$ cat src/rtl/bcd_pkg.sv
// Shared constants and FSM encoding for the sequential packed-BCD subtractor.
package bcd_pkg;

    localparam int         DIGIT_W = 4;
    localparam logic [3:0] BCD_MAX = 4'd9;

    typedef enum logic [1:0] {
        IDLE = 2'd0,
        SUB  = 2'd1,
        NEG  = 2'd2,
        DONE = 2'd3
    } state_t;

endpackage

$ cat src/rtl/bcd_digit_sub.sv
// One decimal digit of a - b - bin; combinational, 0 cycles, no handshake.
// A negative raw difference is folded back into 0..9 by adding ten and raising bout.
module bcd_digit_sub
    import bcd_pkg::*;
(
    input  logic [DIGIT_W-1:0] a,
    input  logic [DIGIT_W-1:0] b,
    input  logic               bin,
    output logic [DIGIT_W-1:0] d,
    output logic               bout
);

    logic signed [4:0] t;

    always_comb begin
        t    = $signed({1'b0, a}) - $signed({1'b0, b}) - $signed({4'b0000, bin});
        bout = t[4];
        d    = t[3:0] + (bout ? 4'd10 : 4'd0);
    end

endmodule

$ cat src/rtl/bcd_subtractor_seq.sv
// Packed-BCD A-B, one digit per clock LSD first; DIGITS cycles (2*DIGITS with BCD_SUB_MAGNITUDE_EN and A<B).
// Operands taken only in IDLE; result held in DONE until out_ready.
module bcd_subtractor_seq
    import bcd_pkg::*;
#(
    parameter int DIGITS = 2
) (
    input  logic                        clk,
    input  logic                        rst_n,
    input  logic [DIGITS*DIGIT_W-1:0]   a,
    input  logic [DIGITS*DIGIT_W-1:0]   b,
    input  logic                        in_valid,
    output logic                        in_ready,
    output logic [DIGITS*DIGIT_W-1:0]   diff,
    output logic                        borrow,
    output logic                        err,
    output logic                        out_valid,
    input  logic                        out_ready
);

    localparam int W     = DIGITS * DIGIT_W;
    localparam int IDX_W = $clog2(DIGITS + 1);

    state_t             state;
    state_t             state_nxt;
    logic [W-1:0]       a_q;
    logic [W-1:0]       b_q;
    logic [W-1:0]       diff_q;
    logic [IDX_W-1:0]   idx;
    logic               bin_q;
    logic               borrow_q;
    logic               err_q;

    logic               accept;
    logic               step_en;
    logic               last_digit;
    logic               in_bad;
    logic [DIGIT_W-1:0] cur_a;
    logic [DIGIT_W-1:0] cur_b;
    logic [DIGIT_W-1:0] cur_d;
    logic [DIGIT_W-1:0] op_a;
    logic [DIGIT_W-1:0] op_b;
    logic [DIGIT_W-1:0] d_step;
    logic               bout_step;

    assign accept     = in_valid && (state == IDLE);
    assign last_digit = (idx == IDX_W'(DIGITS - 1));

    always_comb begin
        in_bad = 1'b0;
        for (int i = 0; i < DIGITS; i++) begin
            if (a[i*DIGIT_W +: DIGIT_W] > BCD_MAX || b[i*DIGIT_W +: DIGIT_W] > BCD_MAX)
                in_bad = 1'b1;
        end
    end

    always_comb begin
        cur_a = '0;
        cur_b = '0;
        cur_d = '0;
        for (int i = 0; i < DIGITS; i++) begin
            if (idx == IDX_W'(i)) begin
                cur_a = a_q[i*DIGIT_W +: DIGIT_W];
                cur_b = b_q[i*DIGIT_W +: DIGIT_W];
                cur_d = diff_q[i*DIGIT_W +: DIGIT_W];
            end
        end
    end

    // The magnitude pass reuses the digit subtractor as 0 - diff, i.e. ten's complement.
    always_comb begin
        op_a    = cur_a;
        op_b    = cur_b;
        step_en = (state == SUB);
`ifdef BCD_SUB_MAGNITUDE_EN
        if (state == NEG) begin
            op_a    = '0;
            op_b    = cur_d;
            step_en = 1'b1;
        end
`endif
    end

    bcd_digit_sub u_digit (
        .a    (op_a),
        .b    (op_b),
        .bin  (bin_q),
        .d    (d_step),
        .bout (bout_step)
    );

    always_ff @(posedge clk or negedge rst_n) begin
        if (!rst_n)
            state <= IDLE;
        else
            state <= state_nxt;
    end

    always_comb begin
        state_nxt = state;
        case (state)
            IDLE: if (accept) state_nxt = SUB;
            SUB: begin
                if (last_digit) begin
`ifdef BCD_SUB_MAGNITUDE_EN
                    state_nxt = (bout_step && !err_q) ? NEG : DONE;
`else
                    state_nxt = DONE;
`endif
                end
            end
`ifdef BCD_SUB_MAGNITUDE_EN
            NEG:  if (last_digit) state_nxt = DONE;
`endif
            DONE: if (out_ready) state_nxt = IDLE;
            default: state_nxt = IDLE;
        endcase
    end

    always_comb begin
        in_ready  = (state == IDLE);
        out_valid = (state == DONE);
        diff      = err_q ? '0 : diff_q;
        borrow    = borrow_q && !err_q;
        err       = err_q;
    end

    always_ff @(posedge clk or negedge rst_n) begin
        if (!rst_n) begin
            a_q      <= '0;
            b_q      <= '0;
            diff_q   <= '0;
            idx      <= '0;
            bin_q    <= 1'b0;
            borrow_q <= 1'b0;
            err_q    <= 1'b0;
        end else if (accept) begin
            a_q      <= a;
            b_q      <= b;
            diff_q   <= '0;
            idx      <= '0;
            bin_q    <= 1'b0;
            borrow_q <= 1'b0;
            err_q    <= in_bad;
        end else if (step_en) begin
            for (int i = 0; i < DIGITS; i++) begin
                if (idx == IDX_W'(i))
                    diff_q[i*DIGIT_W +: DIGIT_W] <= d_step;
            end
            if (last_digit) begin
                idx   <= '0;
                bin_q <= 1'b0;
                if (state == SUB)
                    borrow_q <= bout_step;
            end else begin
                idx   <= idx + IDX_W'(1);
                bin_q <= bout_step;
            end
        end
    end

endmodule
$ cat config.mk
export PLATFORM = sky130hd
export DESIGN_NAME = bcd_subtractor_seq
export DESIGN_NICKNAME = d
export VERILOG_FILES = /design/src/rtl/bcd_pkg.sv /design/src/rtl/bcd_digit_sub.sv /design/src/rtl/bcd_subtractor_seq.sv
export SDC_FILE = /design/constraint.sdc
export NUM_CORES = 1
export LEC_CHECK = 0
export CAP_MARGIN = 40
export CORE_MARGIN = 4
export CORE_UTILIZATION = 51
export CTS_BUF_LIST = sky130_fd_sc_hd__clkbuf_8 sky130_fd_sc_hd__clkbuf_16
export CTS_CLUSTER_DIAMETER = 40
export DETAILED_ROUTE_END_ITERATION = 10
export PLACE_DENSITY = 0.87
export SETUP_SLACK_MARGIN = 0.4
export SYNTH_ARGS = -nofsm -noshare
export SYNTH_HDL_FRONTEND = slang
export SYNTH_SLANG_ARGS = --single-unit
$ cat constraint.sdc
create_clock -name clk -period 4.1 [get_ports clk]
set_clock_uncertainty 0.2 [all_clocks]
set_input_delay 0.41 -clock clk [delete_from_list [all_inputs] [get_ports clk]]
set_output_delay 0.41 -clock clk [all_outputs]
set_load 0.005 [all_outputs]
==> results_dict.tcl <==
set metrics [dict create \
    grt_pass1_vias 1306 \
    ys_types 30 \
    setup_tns_ns 0 \
    holdBufCountCts 0 \
    yosysSeqAreaShare_pct 45.89 \
    clock_path_buffers 2 \
    hpwl_um 2682 \
    fp.coreArea_um2 3103 \
    pin_count 32 \
    syn-num-nets 178 \
    n_antenna_cell 0 \
    dr.pass1.iters 4 \
    areaGrowthSynthToFinish_pct 25.54 \
    grt_setup_unrepaired "false" \
    cp-end-kind "register" \
    fmax_ghz 0.2985 \
    start_util_pct 54.48 \
    nNetsFinal 211 \
    period_share_pct 81.72 \
    cts_sinks 31 \
    num_vias 1164 \
    numCtsBuffers 5 \
    hold_viol 0 \
    crit_required_ns 4.06 \
    drt_first_iter_violations 34 \
    antenna_found_initial 0 \
    worstSetupPathType "register to register" \
    power_mw 2.128 \
    place_area_um2 2033 \
    synth_top_area_share_pct 45.89 \
    synth_seq_cells 31 \
    design_area_um2 2122 \
    grt_first_pass_wirelength_um 5782 \
    gp_congestion 0.8425 \
    p_per_area_nw_per_um2 1003 \
    drc 0 \
    finalNonFillerCells 228 \
    clockRootBuffer "clkbuf_8" \
    synth.largest_area_cell "dfrtp_1" \
    grt_usage_pct 17.77 \
    tightest_slew_ns 0.6295 \
    ys_warn_count 0 \
    fin_crit_ns 3.350 \
    htree_levels 2 \
    ir_worst_vdd_mv 0.5112 \
    cts_tree "yes" \
    avgSynthCellArea_um2 11.19 \
    path_clk_slew_ns 0.07 \
    syn_inst 151 \
    synth.area.top_cells "dfrtp_1 46%, mux2_1 11%, mux2i_1 7.1%" \
    die_y_um 65.57 \
    ant_nets 0 \
    grt_max_degree 16 \
    gr-total-overflow 0 \
    min_path_type "register to register" \
    dieArea_um2 4299 \
    startpoint_type "register" \
    routed_wirelength_um 3278 \
    clkLatencyLatePin_ns 0.28 \
    crit_fanout 13 \
    numPortBuffers 31 \
    syn-cell-area_um2 1690 \
    finalSetupViolations 0 \
    drive_gt1_share_pct 10.87 \
    fill_cells 259 \
    dp_cells 221 \
    max_slew_margin_pct 57.99 \
    die_w_um 65.57 \
    p_leak_nw 0.9343 \
    holdWs_ns 0.2818 \
    rows 20 \
    post_drt_wl_per_cell_um 14.38 \
    drv_slew 0 \
    maxCapViolations 0 \
    routed_via_density 5.105 \
    critPathArrivalTime_ns 3.31 \
    outcome "complete, no violations" \
]
## state kept, by name, indices dropped and copies added (netlist names)
register / cells
borrow_q: 1
idx: 2
err: 1
b_q: 8
state: 2
diff_q: 8
a_q: 8
bin_q: 1
## cells by family (layout without fill, tap and decap cells)
family | Yosys count | in the layout | share of synthesized area (%)
simple gates | 42 | 42 | 13.92
flops | 31 | 31 | 45.89
fa+ha+maj | 7 | 7 | 6.070
xor+xnor | 6 | 6 | 3.553
mux | 28 | 28 | 17.76
compound gates | 21 | 21 | 7.476
buf+inv | 16 | 49 | 5.329
## repair_timing
item	in CTS	in global routing
buffers inserted	0	0
resized for setup	0	1
setup endpoints to repair	0	2
## per-layer routing
layer  track usage (%)  share of wire, %  routed length (µm)  up-vias
met5                 0                 0                   0        -
met4             4.663               1.3                  42        0
met3             4.957               5.3                 174        7
met2             33.50                53                1745       37
met1             19.29                40                1316      553
li1                  -                 -                   -      567
## Yosys cell counts
| cell | number |
|---|---|
| a21oi_1 | 6 |
| a21oi_2 | 1 |
| and2_1 | 1 |
| and4_1 | 1 |
| buf_2 | 3 |
| buf_4 | 1 |
| buf_6 | 3 |
| clkbuf_1 | 1 |
| dfrtp_1 | 31 |
| fa_1 | 2 |
| ha_1 | 5 |
| inv_1 | 8 |
| mux2_1 | 16 |
| mux2i_1 | 12 |
| nand2_1 | 6 |
| nand2b_1 | 1 |
| nand2b_4 | 1 |
| nor2_1 | 14 |
| nor2b_1 | 11 |
| nor3b_4 | 1 |
| o2111ai_1 | 1 |
| o21a_1 | 1 |
| o21ai_0 | 7 |
| o21ai_1 | 4 |
| o311ai_2 | 1 |
| or2_2 | 4 |
| or3_1 | 2 |
| xnor2_1 | 4 |
| xor2_1 | 1 |
| xor2_2 | 1 |
## cells in the final DEF, fill, tap and decap left out, drive strengths merged
cell / n
xor2: 2
and2: 1
a21oi: 7
mux2: 16
or3: 2
clkdlybuf4s50: 31
inv: 8
xnor2: 4
mux2i: 12
fa: 2
o21ai: 11
nand2b: 2
buf: 3
nor2b: 11
o311ai: 1
nand2: 6
o21a: 1
dfrtp: 31
ha: 5
o2111ai: 1
clkbuf: 6
clkinv: 1
nor2: 14
nor3b: 1
or2: 4
and4: 1
## final timing paths
check	end	depth (start not counted)	from	slack (ns)
worst max-delay path	diff_q[7]	14	idx[0]	0.75
worst min-delay path	diff_q[3]	2	diff_q[3]	0.28
worst max register to register	diff_q[7]	14	idx[0]	0.75
worst min register to register	diff_q[3]	2	diff_q[3]	0.28
max in group asynchronous	idx[0]	2	rst_n	2.87
min in group asynchronous	err	1	rst_n	0.31
## power by group
part | internal [mW] | switching, mW
Sequential | 0.462 | 0.125
Clock | 0.131 | 0.108
Combinational | 0.660 | 0.641
## cell type report
cell class              instances  area [µm²]  area share [%]
clock buffers                   6       82.58           3.892
clock inverters                 1       5.005          0.2358
inverters                       8       30.03           1.415
multi-input cells             104       824.5           38.86
flip-flops and latches         31       777.0           36.62
well taps                      44       55.05           2.594
repair buffers                 34       347.8           16.39
## through the flow
| stage | worst slack, ns | utilization [%] |
|---|---|---|
| after floorplan | 0.9080 | - |
| after global placement | 0.7456 | 64.56 |
| after detailed placement | 0.5558 | 65.52 |
| after CTS | 0.5407 | 68.35 |
| after global routing | 0.5450 | 68.39 |
| final | 0.7496 | 68.39 |
## worst max-delay path, stage by stage (launching register included)
cell      delay [ns]
dfrtp_2         0.52
mux2i_1         0.17
nor2_1          0.15
fa_1            0.19
inv_1           0.07
fa_1            0.42
nand2b_1        0.17
a21oi_2         0.17
xor2_2          0.26
and2_1          0.19
ha_1            0.16
xnor2_1         0.14
xnor2_1         0.16
xnor2_1         0.16
o21ai_1         0.08
Note: power is estimated with default switching activity, not from simulation.
